**src/rtl/route_sw_scheduler.sv**
```systemverilog
// Capacitor-enable scheduler for the route distributor switch matrix.
// Produces a frame-synchronous enable vector in static, rotating (DWA) or
// one-hot calibration mode. New configurations are staged in a pending slot
// and only take effect on a frame tick, so sw never changes mid-frame.
module route_sw_scheduler #(
  parameter int CAP_NUM = 8,
  parameter int CNT_W   = 4,
  parameter int PTR_W   = 3,
  parameter int FRAME_W = 8
) (
  input  logic               clk,
  input  logic               rst_n,
  input  logic [FRAME_W-1:0] frame_len,
  input  logic               cfg_valid,
  output logic               cfg_ready,
  input  logic [1:0]         cfg_mode,
  input  logic [CNT_W-1:0]   cfg_num,
  output logic [CAP_NUM-1:0] sw,
  output logic               sw_upd,
  output logic               cal_done,
  output logic               err_cfg
);

  localparam logic [1:0]         M_STATIC = 2'b00;
  localparam logic [1:0]         M_ROT    = 2'b01;
  localparam logic [1:0]         M_CAL    = 2'b10;
  localparam logic [CNT_W-1:0]   CAP_CNT  = CNT_W'(CAP_NUM);
  localparam logic [CNT_W:0]     CAP_SUM  = (CNT_W+1)'(CAP_NUM);
  localparam logic [CAP_NUM-1:0] ONEHOT0  = CAP_NUM'(1);

  typedef enum logic [1:0] {IDLE, RUN, CAL} state_t;

  state_t             state, state_n;
  logic [FRAME_W-1:0] frame_cnt;
  logic               pend;
  logic [1:0]         p_mode, a_mode;
  logic [CNT_W-1:0]   p_num, a_num;
  logic [PTR_W-1:0]   ptr, ptr_n, eff_ptr;
  logic [CAP_NUM-1:0] sw_n, low_mask, rot_mask;
  logic [CNT_W:0]     ptr_sum;
  logic [1:0]         eff_mode;
  logic [CNT_W-1:0]   eff_num;
  logic               tick, xfer, use_pend, cal_fin, over;

  assign tick      = (frame_cnt == frame_len);
  assign cfg_ready = !pend && (state != CAL);
  assign xfer      = cfg_valid && cfg_ready;
  assign over      = (cfg_num > CAP_CNT);

  // Select the config that governs this tick and build the candidate masks
  always_comb begin
    use_pend = pend && (state != CAL);
    eff_mode = use_pend ? p_mode : a_mode;
    eff_num  = use_pend ? p_num  : a_num;
    // A mode change restarts the rotation from bit 0
    eff_ptr  = (use_pend && (p_mode != a_mode)) ? '0 : ptr;
    low_mask = ~({CAP_NUM{1'b1}} << eff_num);
    // Rotate left by eff_ptr; a shift by CAP_NUM yields 0, covering ptr=0
    rot_mask = (low_mask << eff_ptr) | (low_mask >> (CAP_NUM - int'(eff_ptr)));
    ptr_sum  = (CNT_W+1)'(eff_ptr) + (CNT_W+1)'(eff_num);
  end

  // Next-state, next-sw and next-pointer, consumed only on a tick
  always_comb begin
    state_n = state;
    sw_n    = sw;
    ptr_n   = ptr;
    cal_fin = 1'b0;
    if (state == CAL) begin
      if (sw[CAP_NUM-1]) begin
        sw_n    = '0;
        state_n = IDLE;
        cal_fin = 1'b1;
      end else begin
        sw_n = sw << 1;
      end
    end else if (state == RUN || pend) begin
      ptr_n = eff_ptr;
      case (eff_mode)
        M_STATIC: begin
          state_n = RUN;
          sw_n    = low_mask;
        end
        M_ROT: begin
          state_n = RUN;
          sw_n    = rot_mask;
          ptr_n   = (ptr_sum >= CAP_SUM) ? PTR_W'(ptr_sum - CAP_SUM) : PTR_W'(ptr_sum);
        end
        M_CAL: begin
          state_n = CAL;
          sw_n    = ONEHOT0;
        end
        default: begin
          state_n = IDLE;
          sw_n    = '0;
        end
      endcase
    end
  end

  // Frame counter, config staging and frame-boundary state update
  always_ff @(posedge clk) begin
    if (!rst_n) begin
      state     <= IDLE;
      frame_cnt <= '0;
      pend      <= 1'b0;
      p_mode    <= 2'b11;
      p_num     <= '0;
      a_mode    <= 2'b11;
      a_num     <= '0;
      ptr       <= '0;
      sw        <= '0;
      sw_upd    <= 1'b0;
      cal_done  <= 1'b0;
      err_cfg   <= 1'b0;
    end else begin
      frame_cnt <= tick ? '0 : frame_cnt + FRAME_W'(1);
      sw_upd    <= 1'b0;
      cal_done  <= 1'b0;
      err_cfg   <= 1'b0;
      // A transfer needs pend=0, so it never collides with a pending apply
      if (xfer) begin
        pend    <= 1'b1;
        p_mode  <= cfg_mode;
        p_num   <= over ? CAP_CNT : cfg_num;
        err_cfg <= over;
      end
      if (tick) begin
        state    <= state_n;
        sw       <= sw_n;
        ptr      <= ptr_n;
        sw_upd   <= (sw_n != sw);
        cal_done <= cal_fin;
        if (use_pend) begin
          pend   <= 1'b0;
          a_mode <= p_mode;
          a_num  <= p_num;
        end
      end
    end
  end

endmodule

```
**config.mk**
```make
export PLATFORM = sky130hd
export DESIGN_NAME = route_sw_scheduler
export DESIGN_NICKNAME = d
export VERILOG_FILES = /design/src/rtl/route_sw_scheduler.sv
export SDC_FILE = /design/constraint.sdc
export NUM_CORES = 1
export LEC_CHECK = 0
export BUFFER_PORTS_ARGS = -buffer_cell sky130_fd_sc_hd__buf_2
export CORE_UTILIZATION = 45
export CTS_BUF_LIST = sky130_fd_sc_hd__clkbuf_4 sky130_fd_sc_hd__clkbuf_8
export CTS_CLUSTER_SIZE = 28
export DETAILED_ROUTE_END_ITERATION = 8
export GPL_TIMING_DRIVEN = 0
export PLACE_DENSITY = 0.65
export SYNTH_ARGS = -nofsm -noshare
export SYNTH_HDL_FRONTEND = slang
export SYNTH_SLANG_ARGS = --single-unit
```
**constraint.sdc**
```tcl
create_clock -name clk -period 3.6 [get_ports clk]
set_clock_uncertainty 0.1 [all_clocks]
set_input_delay 0.36 -clock clk [delete_from_list [all_inputs] [get_ports clk]]
set_output_delay 0.36 -clock clk [all_outputs]
set_load 0.005 [all_outputs]
```
=== After elaboration in Yosys (flattened, before gate mapping) ===
Index checks and enable logic that the tools add are counted.

* Register bits: 37
* Bits in latches: 0
* RAM bits: 0
* Bits in read-only memories: 0
* Input bits: 17
* Output and inout bits: 12
* Memories kept: 0

* $add $sub $neg: 4
* Multipliers: 0
* Divide/modulo/power cells: 0
* Order comparisons: 2
* Equal/unequal tests: 9
* Shift-type cells: 3
* Mux-type cells: 18
* Bitwise logic cells: 4
* Reduce and logical (&&, ||, !) cells: 15

{| class="wikitable"
|+ Operator list
! kind !! count
|-
| 8-bit by 32-bit right shift with 8-bit output || 1
|-
| 8-bit two-way mux || 3
|-
| 8-bit one-hot mux with 3 select lines || 1
|-
| 3-bit two-way mux || 3
|-
| 3-bit AND reduction || 3
|-
| 8-bit by 1-bit adder with 8-bit output, second input constant || 1
|-
| 8-bit == test || 1
|-
| 2-bit two-way mux || 4
|-
| 4-bit two-way mux || 2
|-
| 8-bit != test || 1
|-
| 8-bit NOT || 1
|-
| 8-bit OR || 1
|-
| 8-bit by 3-bit << shifter with 8-bit output || 1
|-
| 8-bit by 4-bit << shifter with 8-bit output, first input constant || 1
|-
| 3-bit by 4-bit adder with 5-bit output || 1
|-
| 5-bit by 4-bit greater-or-equal comparator with 1-bit output, second input constant || 1
|-
| 4-bit by 3-bit subtractor with 5-bit output, first input constant || 1
|-
| 2-bit by 1-bit == test with 1-bit output, second input constant || 2
|-
| 2-bit == test, second input constant || 2
|-
| 4-bit > comparator, second input constant || 1
|-
| 1-bit logical AND || 4
|-
| 1-bit two-way mux || 4
|-
| 2-bit != test, second input constant || 2
|-
| 2-bit one-hot mux with 2 select lines || 1
|-
| other kinds (9) || 12
|}

=== Logic depth before layout (Yosys ltp) ===
* Depth in word-level cells: 11
* Depth in mapped cells: 17
* Mapped depth without buffers: 13

=== Worst setup path after synthesis ===
Ideal clock, no wire load.

* Path type: register to register
* Start: register a_mode[0]
* End: register sw_upd
* Arrival: 2.987 ns
* Setup slack: 0.388 ns
* Stages on the path, launching flop included: 15
* Path through: dfxtp_1 -> buf_2 -> xor2_1 -> o211ai_1 -> buf_2 -> nand2_1 -> ha_1 -> clkbuf_1 -> a31o_2 -> o32a_1 -> a21oi_1 -> nor3_1 -> a211oi_1 -> nand4_1 -> o41a_1

* Word-level cells in the longest chain between the ends: 10
* Elaborated cells between the ends (all ways): 15
* Classes of those cells: 1 x add/sub; 4 x eq/ne; 2 x shift; 5 x mux; 1 x bitwise; 2 x reduce/logical

{| class="wikitable"
|+ Ends and longest elaborated chain
! what !! line !! text
|-
| start: declaration || 36 || <nowiki>logic [1:0] p_mode, a_mode;</nowiki>
|-
| start signal: assignment || 136 || <nowiki>a_mode <= p_mode;</nowiki>
|-
| 2-bit != test || 56 || <nowiki>eff_ptr = (use_pend && (p_mode != a_mode)) ? '0 : ptr;</nowiki>
|-
| 1-bit logical AND || 56 ||
|-
| 3-bit two-way mux || 56 ||
|-
| 4-bit by 3-bit subtractor with 5-bit output || 59 || <nowiki>rot_mask = (low_mask << eff_ptr) | (low_mask >> (CAP_NUM - int'(eff_ptr)));</nowiki>
|-
| 8-bit by 32-bit right shift with 8-bit output || 59 ||
|-
| 8-bit OR || 59 ||
|-
| 8-bit one-hot mux with 3 select lines * || 79 || <nowiki>case (eff_mode)</nowiki>
|-
| 8-bit two-way mux * || 77 || <nowiki>end else if (state == RUN || pend) begin</nowiki>
|-
| 8-bit two-way mux * || 69 || <nowiki>if (state == CAL) begin</nowiki>
|-
| 8-bit != test * || 132 || <nowiki>sw_upd <= (sw_n != sw);</nowiki>
|-
| end signal: assignment || 132 ||
|-
| end: declaration || 19 || <nowiki>output logic sw_upd,</nowiki>
|}

Every way passes the cells marked *; elsewhere a longest branch is shown, timed or not.
A chain may end at the register's enable or synchronous reset.

=== Worst setup path after layout ===
Same ends and word-level chain as after synthesis.

==> impl_metrics.yaml <==
floorplan:
  io_pins: 29
  coreArea_mm2: 0.00745
  die_h_um: 90.8
  die-area_mm2: 0.00824
  dieWidth_um: 90.8
  initial_core_util_pct: 47.6
  fp-row-count: 31
clock_tree:
  ctsRootBufferMaster: "clkbuf_8"
  cts_made_buffers: 5
  clock_latency_ns: 0.30
  htreeDepth: 2
  clk_pin_slew_ns: 0.09
  clk_path_buf_depth: 2
  clock-sinks: 37
  cts_tree: "yes"
sta:
  worst_slack_ns: 0.0724
  fin_crit_ns: 3.53
  finalSetupTns_ns: 0
  worstMarginPinSlew_ns: 1.10
  slew-limit-headroom_pct: 26.6
  report.final.slew_viol_count: 0
  hold_viol: 0
  fmax_ghz: 0.283
  finalSetupViolCount: 0
  timing.final.crit_share_pct: 98.0
global_routing:
  grt_antenna_before_repair: 0
  grt-ovfl-total: 0
  grt_max_degree: 14
  grt_pass1_vias: 3998
  grt_use_total_pct: 33.1
  grt_pass1_wl_um: 21600
finish:
  design_area_mm2: 0.00409
  drive_gt1_share_pct: 17.3
  regArea_um2: 742
  area_growth_pct: 15.4
  antennaDiodeCount: 0
  multiInputGateArea_mm2: 0.00261
  fin_nets: 569
  n_fill_cell: 779
setup_path:
  worst_path_max_delay_cell: "o41a_1"
  worstSetupPathType: "register to register"
  ff2ff_setup_slack_ns: 0.07
  reg2reg_depth: 14
  critical-path-top-delay-family: "compound AO/OA/AOI/OAI gates"
  reg2reg_to: "sw_upd$_SDFF_PN0_"
  endpoint: "sw_upd$_SDFF_PN0_"
  critPathBufInv: 3
  endpoint_kind: "register"
  slowest_delay_ns: 0.44
  required_ns: 3.69
  arrival_ns: 3.61
  r2r-start: "a_mode[0]$_SDFFE_PN1N_"
  crit_fanout: 10
  cp.depth: 14
  cp_cell_sequence: "buf_4, xor2_2, o211ai_1, buf_4, nand2_2, ha_4, clkbuf_4, a31o_2, o32a_1, a21oi_2, nor3_1, a211oi_1, nand4_1, o41a_1"
  startpoint: "a_mode[0]$_SDFFE_PN1N_"
  worstSetupStartpointType: "register"
  path_common_cell: "buf_4"
synthesis:
  syn_inst: 507
  ys_seq_elements: 37
  synth_ff_type: "dfxtp_1"
  async_reset_ff_share_pct: 0
  seq_area_frac_synth_pct: 20.9
  synth_edf_count: 0
  syn_avg_cell_area_um2: 6.99
  ys_warn_count: 0
  ys_types: 71
  synthesis.area_mm2: 0.00354
  synth_fp_nets: 528
power:
  vdd_drop_max_v: 0.000184
  p_per_area_mw_per_mm2: 279
  total_power_mw: 1.14
  power_leakage_nw: 1.43
drt:
  drt_iter0_drc: 644
  drt_pre_antenna_iters: 6
  wl_per_cell_um: 20.9
  ant_nets: 0
  wirelength_um: 13600
  viasPerCell: 6.72
  drc: 0
  num_vias: 4356
hold_path:
  hp-class: "input pin to register"
  holdPathStages: 3
placement:
  globalplace.congestion: 0.979
  port_buffers: 28
  dp_slack_ns: -0.383
  dp_hpwl_um: 10200
  place_area_mm2: 0.00381
flow_run:
  cap_violations: 0
status:
  status: "complete, no violations"
placed cells by master, fill, tap and decap left out, types with 4 or more instances in the layout:
master / n
nor2b_1: 4
buf_2: 38
o21ai_1: 6
inv_1: 16
o22ai_1: 6
a32o_1: 5
o21ai_0: 27
xor2_1: 5
nand3_1: 24
clkbuf_8: 5
dfxtp_1: 36
nor3_1: 16
and2_1: 5
or2_2: 5
nand2b_1: 7
a21oi_1: 34
a211oi_1: 16
mux2i_1: 4
o211ai_1: 10
nand4_1: 13
o32a_1: 5
o21a_1: 4
nand2_1: 48
a32oi_1: 5
xnor2_1: 14
nand3b_1: 5
a31oi_1: 5
nor2_1: 52
buf_4: 14
and3_1: 5
or3_1: 5
clkbuf_1: 21
a31o_2: 4
registers in the layout, summed over array words and instances, names as in the netlist:
signal	cells
a_num	4
p_num	4
p_mode	2
pend	1
sw	8
cal_done	1
err_cfg	1
a_mode	2
sw_upd	1
ptr	3
frame_cnt	8
state	2
tightest hold or removal path, cell delays in order:
cell     delay [ns]
buf_2          0.07
nand2_1        0.04
nand3_1        0.06
repair_timing:
item	in CTS	in global routing
setup buffers	2	4
hold buffers	0	0
pin swaps	2	4
gates resized for setup	10	17
endpoints found under the hold margin	0	0
setup endpoints to repair	2	1
stage by stage:
stage,hold slack [ns],utilization [%],std cells
floorplan,0.352,-,507
global placement,0.388,51.1,634
detailed placement,0.397,51.1,634
CTS,0.157,53.6,644
global route,0.169,54.9,648
finish,0.157,54.9,648
cell usage after synthesis, types with 5 or more instances:
master | n | share of area (%)
a211oi_1 | 18 | 3.8
dfxtp_1 | 37 | 21
a21oi_1 | 35 | 4.9
nor3_1 | 16 | 2.3
a31oi_1 | 5 | 0.88
buf_2 | 13 | 1.8
xnor2_1 | 14 | 3.5
a32o_1 | 5 | 1.4
xor2_1 | 7 | 1.7
o22ai_1 | 6 | 1.1
nand3_1 | 24 | 3.4
inv_1 | 16 | 1.7
or3_1 | 5 | 0.88
nand2b_1 | 7 | 1.2
o211ai_1 | 10 | 2.1
or2_2 | 5 | 0.88
and3_1 | 5 | 0.88
nor2_1 | 52 | 5.5
buf_4 | 5 | 1.1
and2_1 | 5 | 0.88
nand2_1 | 50 | 5.3
o21ai_1 | 5 | 0.71
nand3b_1 | 5 | 1.1
o32a_1 | 5 | 1.4
clkbuf_1 | 25 | 2.6
a32oi_1 | 5 | 1.2
nand4_1 | 13 | 2.3
o21ai_0 | 28 | 4.0
area by class of cell:
cell class,count,area share [%]
Timing Repair Buffer,34,4.53
Clock inverter,3,1.68
Inverter,17,1.56
Tap cell,99,3.03
Multi-Input combinational cell,409,63.9
Buffer,44,5.50
Clock buffer,5,1.68
Sequential cell,37,18.1
cells by family (layout without fill, tap and decap cells):
group                      after synthesis  after routing  synth area share (%)
AOI/OAI and AO/OA                      170            170                  33.8
xor gates and xnor gates                22             22                  5.65
DFF                                     37             37                  20.9
adders and majority gates                4              4                  1.62
muxes                                    6              6                  1.76
and+or+nand+nor                        207            207                  28.6
buffers and inverters                   61            103                  7.66
routing by layer:
layer	global-route usage [%]	up-vias	share of wire (%)
li1	-	1977	-
met1	45.4	2020	42
met5	0	-	0
met3	7.66	39	12
met2	50.8	320	44
met4	11.0	0	2.9
power by group:
part,switching (mW),leakage [nW],internal (mW)
Sequential,0.00798,0.301,0.418
Combinational,0.172,1.06,0.0922
Clock,0.171,0.0687,0.279
Total,0.350,1.43,0.789
how the worst min path moves through the flow:
| stage | to | slack [ns] | start |
|---|---|---|---|
| after global routing | p_mode[0]$_SDFFE_PN1P_ | 0.17 | cfg_mode[0] |
| final | p_mode[1]$_SDFFE_PN1P_ | 0.16 | cfg_mode[1] |
| after floorplan | frame_cnt[0]$_SDFF_PP0_ | 0.35 | frame_cnt[0]$_SDFF_PP0_ |
| after global placement | frame_cnt[0]$_SDFF_PP0_ | 0.39 | frame_cnt[0]$_SDFF_PP0_ |
| after detailed placement | frame_cnt[0]$_SDFF_PP0_ | 0.40 | frame_cnt[0]$_SDFF_PP0_ |
| after CTS | p_mode[1]$_SDFFE_PN1P_ | 0.16 | cfg_mode[1] |
(Power assumes the default switching activity.)
